## config.mk

```make
export PLATFORM = sky130hd
export DESIGN_NAME = uart_tx_arbiter
export DESIGN_NICKNAME = d
export VERILOG_FILES = /design/src/rtl/uart_tx_arbiter.sv
export SDC_FILE = /design/constraint.sdc
export NUM_CORES = 1
export LEC_CHECK = 0
export BUFFER_PORTS_ARGS = -buffer_cell sky130_fd_sc_hd__buf_2
export CAP_MARGIN = 20
export CORE_MARGIN = 2
export CORE_UTILIZATION = 53
export DETAILED_ROUTE_END_ITERATION = 10
export GPL_TIMING_DRIVEN = 0
export PLACE_DENSITY = 0.85
export SETUP_SLACK_MARGIN = 0.05
export SLEW_MARGIN = 25
export SYNTH_ARGS = -nofsm -noshare
export SYNTH_HDL_FRONTEND = slang
export SYNTH_SLANG_ARGS = --single-unit
```

## constraint.sdc

```tcl
create_clock -name clk -period 2.9 [get_ports clk]
set_input_delay 0.29 -clock clk [delete_from_list [all_inputs] [get_ports clk]]
set_output_delay 0.29 -clock clk [all_outputs]
set_load 0.02 [all_outputs]
```

## src/rtl/uart_tx_arbiter.sv

```systemverilog
// uart_tx_arbiter
// Round-robin arbiter that shares one UART transmitter among four requesters.
// A winner's byte is registered at the grant edge and strobed with tx_send until the
// transmitter drops tx_ready (accept). The block then waits for tx_ready to return
// (done). If the transmitter never takes the byte within WAIT_LIMIT cycles, the
// transfer is abandoned and the sticky timeout_err flag is set.
//
// Ports:
//   clk          system clock, rising edge
//   rst          asynchronous reset, active low
//   req[3:0]     per-requester transmit request
//   data_in[31:0] requester i byte on bits [8i+7:8i]
//   accept[3:0]  one-cycle pulse when the transmitter takes the granted byte
//   done[3:0]    one-cycle pulse when the granted frame has finished
//   tx_data[7:0] byte presented to the transmitter
//   tx_send      send strobe, high for the whole SEND phase
//   tx_ready     transmitter idle flag (1 = idle)
//   busy         high whenever a transfer is in progress
//   grant[1:0]   current or most recent granted requester
//   timeout_err  sticky abandon flag
//   clear_err    synchronous clear for timeout_err
module uart_tx_arbiter #(
    parameter int unsigned WAIT_LIMIT = 1024
) (
    input  logic        clk,
    input  logic        rst,
    input  logic [3:0]  req,
    input  logic [31:0] data_in,
    output logic [3:0]  accept,
    output logic [3:0]  done,
    output logic [7:0]  tx_data,
    output logic        tx_send,
    input  logic        tx_ready,
    output logic        busy,
    output logic [1:0]  grant,
    output logic        timeout_err,
    input  logic        clear_err
);

    localparam int unsigned CntW = $clog2(WAIT_LIMIT + 1);
    localparam logic [CntW-1:0] CntLast = CntW'(WAIT_LIMIT - 1);

    typedef enum logic [1:0] {
        StIdle,
        StSend,
        StWaitDone
    } state_e;

    state_e          state_q, state_d;
    logic [1:0]      grant_q, grant_d;
    logic [1:0]      last_q, last_d;
    logic [7:0]      data_q, data_d;
    logic [CntW-1:0] cnt_q, cnt_d;
    logic            err_q, err_d;
    logic            set_err;

    logic [1:0]      winner;
    logic [1:0]      idx;
    logic            found;

    // Round-robin search: candidates last+1, last+2, last+3, then last itself.
    always_comb begin
        winner = 2'd0;
        found  = 1'b0;
        idx    = 2'd0;
        for (int k = 1; k <= 4; k++) begin
            idx = last_q + 2'(k);
            if (!found && req[idx]) begin
                winner = idx;
                found  = 1'b1;
            end
        end
    end

    always_comb begin
        state_d = state_q;
        grant_d = grant_q;
        last_d  = last_q;
        data_d  = data_q;
        cnt_d   = cnt_q;
        set_err = 1'b0;
        accept  = '0;
        done    = '0;
        tx_send = 1'b0;

        unique case (state_q)
            StIdle: begin
                // tx_ready low means the line is still owned elsewhere; hold off.
                if (found && tx_ready) begin
                    state_d = StSend;
                    grant_d = winner;
                    data_d  = data_in[{winner, 3'b000} +: 8];
                    cnt_d   = '0;
                end
            end
            StSend: begin
                tx_send = 1'b1;
                if (!tx_ready) begin
                    accept[grant_q] = 1'b1;
                    state_d         = StWaitDone;
                end else if (cnt_q == CntLast) begin
                    set_err = 1'b1;
                    last_d  = grant_q;
                    state_d = StIdle;
                end else begin
                    cnt_d = cnt_q + 1'b1;
                end
            end
            StWaitDone: begin
                if (tx_ready) begin
                    done[grant_q] = 1'b1;
                    last_d        = grant_q;
                    state_d       = StIdle;
                end
            end
            default: state_d = StIdle;
        endcase

        // Set beats clear when both happen in the same cycle.
        if (set_err) begin
            err_d = 1'b1;
        end else if (clear_err) begin
            err_d = 1'b0;
        end else begin
            err_d = err_q;
        end
    end

    always_ff @(posedge clk or negedge rst) begin
        if (!rst) begin
            state_q <= StIdle;
            grant_q <= 2'd0;
            last_q  <= 2'd3;
            data_q  <= 8'd0;
            cnt_q   <= '0;
            err_q   <= 1'b0;
        end else begin
            state_q <= state_d;
            grant_q <= grant_d;
            last_q  <= last_d;
            data_q  <= data_d;
            cnt_q   <= cnt_d;
            err_q   <= err_d;
        end
    end

    assign busy        = (state_q != StIdle);
    assign tx_data     = data_q;
    assign grant       = grant_q;
    assign timeout_err = err_q;

endmodule
```

==> results by group <==
Run status
  • Outcome: finished clean

Floorplan
  • Initial Util: 0.556
  • # rows: 20
  • Die W: 60.6 um
  • Total Die Area: 3670 um^2
  • Die H: 60.6 um
  • CORE AREA: 3050 um^2
  • Num ports: 61

Worst setup path
  • FF-to-FF Start: last_q[1]
  • Critical Path RT: 3140 ps
  • Worst reg2reg path depth: 6
  • Worst-path maximum fanout: 10
  • FF-to-FF End: tx_data[1]
  • Element type at the critical path end: register
  • Reg2Reg Setup Slack: 790 ps
  • Crit Path Class: register to register
  • WP data arrival: 2350 ps
  • Startpoint types: register

Placement
  • Dpl cell area: 2050 um^2
  • Buffers on Ports: 59
  • Final HPWL DP: 2850 um
  • GP Congestion: 0.801

Global route
  • First-pass GRT wire length: 6000 um
  • Initial antenna violation count: 0
  • GRT Overall Usage: 0.213
  • Vias in the first global route: 1427
  • Grt ovf: 0
  • Pin count of the biggest net entering global routing: 27

Yosys
  • Synth Register Bits: 26
  • Synth area leaders: dfrtp_1 35%, nand3_1 5.9%, o211ai_2 5.9%, mux2i_1 5.3%, mux2_1 5.3%
  • Synth Flop Type: dfrtp_1
  • Async SR Flop Fraction: 1.00
  • Syn Std Cell Area: 1700 um^2
  • Synthesized instance count: 177
  • Most frequent cell after synthesis: dfrtp_1
  • Synth cell count leaders: 24 x dfrtp_1, 20 x nand2_1, 20 x nand3_1, 13 x nor2_1, 9 x mux2i_1
  • Sequential element share of the synthesized area: 0.385
  • Netlist cell types: 40
  • Post-synthesis net count: 218
  • YS warnings: 0
  • Post-synth top area share: 0.354
  • Cell taking the most area after synthesis: dfrtp_1
  • Mean Syn Cell Area: 9.59 um^2
  • Number of synthesized flops with an enable pin: 0

Clock tree
  • # clock sinks: 26
  • Post-CTS setup buffers: 0
  • Total CTS buffers: 3
  • Clk buf depth: 2
  • Worst skew pair latency: 340 ps
  • Hold_buf cts: 1
  • Cts repair resizes: 0
  • CTS Root Cell: clkbuf_4
  • CTS tree: yes
  • Clock slew at reported path FFs: 160 ps
  • CTS H-tree lvls: 1

Power
  • Total power: 1410 uW
  • PwrDens: 667 nW/um^2
  • Peak VDD IR: 0.349 mV
  • Leak pwr: 0.000992 uW

Route
  • WL/cell: 13.4 um
  • DRT Pass-1 Iters: 4
  • # DRC: 0
  • Avg Vias per Cell: 5.39
  • Routed vias: 1536
  • DRT Wirelength: 3820 um
  • Violation count after the first detailed-routing iteration: 56
  • Antenna Nets Post-Route: 0

STA
  • Unrepaired setup endpoints after global routing: false
  • Relative slew margins: 0.599
  • Fin Setup TNS: 0 ps
  • Fmax: 474 MHz
  • Period minus WS final: 2110 ps
  • Hold Fails Final Rpt: 0
  • Crit share post-route: 0.728
  • Skew final: 16.9 ps
  • Final-report max-slew violation count: 0
  • Setup-failing EPs final: 0
  • Least-Margin Pin Slew: 601 ps

Final layout
  • Final core occ: 0.691
  • Syn-to-layout area delta: 24.3%
  • Ratio of cells with drive above 1 in the final layout: 0.382
  • Filler instances: 268
  • Final layout net count: 283
  • Ant diodes: 0
  • Design Area, Final: 2110 um^2

Min path
  • Worst Hold Class: input port to register
  • Hold depth: 2
  • Hold Crit Start: clear_err
  • Hold EP: timeout_err

Job
  • Max Cap Viol: 0
routing by layer:
| layer | vias up | track usage | part of all wire |
|---|---|---|---|
| met5 | - | 0 | 0 |
| met4 | 0 | 0.0932 | 0.016 |
| met3 | 6 | 0.0192 | 0.035 |
| met2 | 49 | 0.370 | 0.49 |
| met1 | 716 | 0.272 | 0.46 |
| li1 | 765 | - | - |
report_power, final:
group / internal [uW] / leakage, uW / switching (uW)
logic: 271 / 0.000627 / 344
clock network: 140 / 0.0000279 / 117
registers: 458 / 0.000336 / 77.5
layout by cell type (no fill, tap or decap), types with 2 or more instances in the layout:
cell      netlist  routed
inv_1           4       4
a21oi_1         2       2
xnor2_1         8       8
nor2b_1         4       4
nand2_1        20      20
nand2b_1        4       4
nor2_1         13      13
nand3_1        20      20
nor3_1          6       6
dfrtp_1        24      24
o211ai_2        8       8
buf_6           4       4
buf_2           3      62
nand4_1         2       2
o21ai_1         7       7
nor3b_1         2       2
clkbuf_4        0       3
dfstp_2         2       2
mux2i_1         9       9
or2_2           3       3
nor4_1          5       5
mux2_1          8       8
worst max path at each step:
stage	slack, ps	start	end
6_report	790	last_q[1]	tx_data[1]
5_1_grt	640	last_q[1]	tx_data[1]
4_1_cts	800	last_q[1]	tx_data[1]
3_5_place_dp	820	last_q[1]	tx_data[1]
3_3_place_gp	820	last_q[1]	tx_data[1]
2_1_floorplan	1020	last_q[1]	tx_data[7]
through the flow:
stage	setup WS, ps	hold WS (ps)	instances
6_report	790	109	285
4_1_cts	795	108	285
2_1_floorplan	1020	-5.59	177
3_3_place_gp	821	316	280
3_5_place_dp	822	321	280
5_1_grt	644	111	285
sequential cells by signal, summed over array words and instances (netlist names):
| signal | flops |
|---|---|
| grant | 2 |
| timeout_err | 1 |
| last_q | 2 |
| state_q | 2 |
| tx_data | 8 |
| cnt_q | 11 |
cell type report:
| class | instances | area, um^2 | area share |
|---|---|---|---|
| Multi-Input combinational cell | 137 | 940 | 0.445 |
| Tap cell | 44 | 55.1 | 0.0261 |
| Timing Repair Buffer | 60 | 305 | 0.145 |
| Clock inverter | 1 | 30.0 | 0.0142 |
| Clock buffer | 3 | 22.5 | 0.0107 |
| Buffer | 10 | 90.1 | 0.0427 |
| Inverter | 4 | 15.0 | 0.00711 |
| Sequential cell | 26 | 653 | 0.309 |
logic make-up (layout without fill, tap and decap cells):
| family | Yosys count | after routing | synth area share |
|---|---|---|---|
| AOI/OAI and AO/OA | 22 | 22 | 0.116 |
| buffers and inverters | 14 | 78 | 0.0619 |
| xor gates and xnor gates | 8 | 8 | 0.0413 |
| muxes | 19 | 19 | 0.122 |
| DFF | 26 | 26 | 0.385 |
| and+or+nand+nor | 87 | 87 | 0.268 |
| adders and majority gates | 1 | 1 | 0.00737 |
worst max-delay path: stages (launching register included):
cell and delay, ps:
dfstp_2 620, mux2i_1 190, o22ai_1 100, a21oi_2 380, bufbuf_8 370, mux2i_1 250
o211ai_2 90
Power figures use the tool's default switching activity.
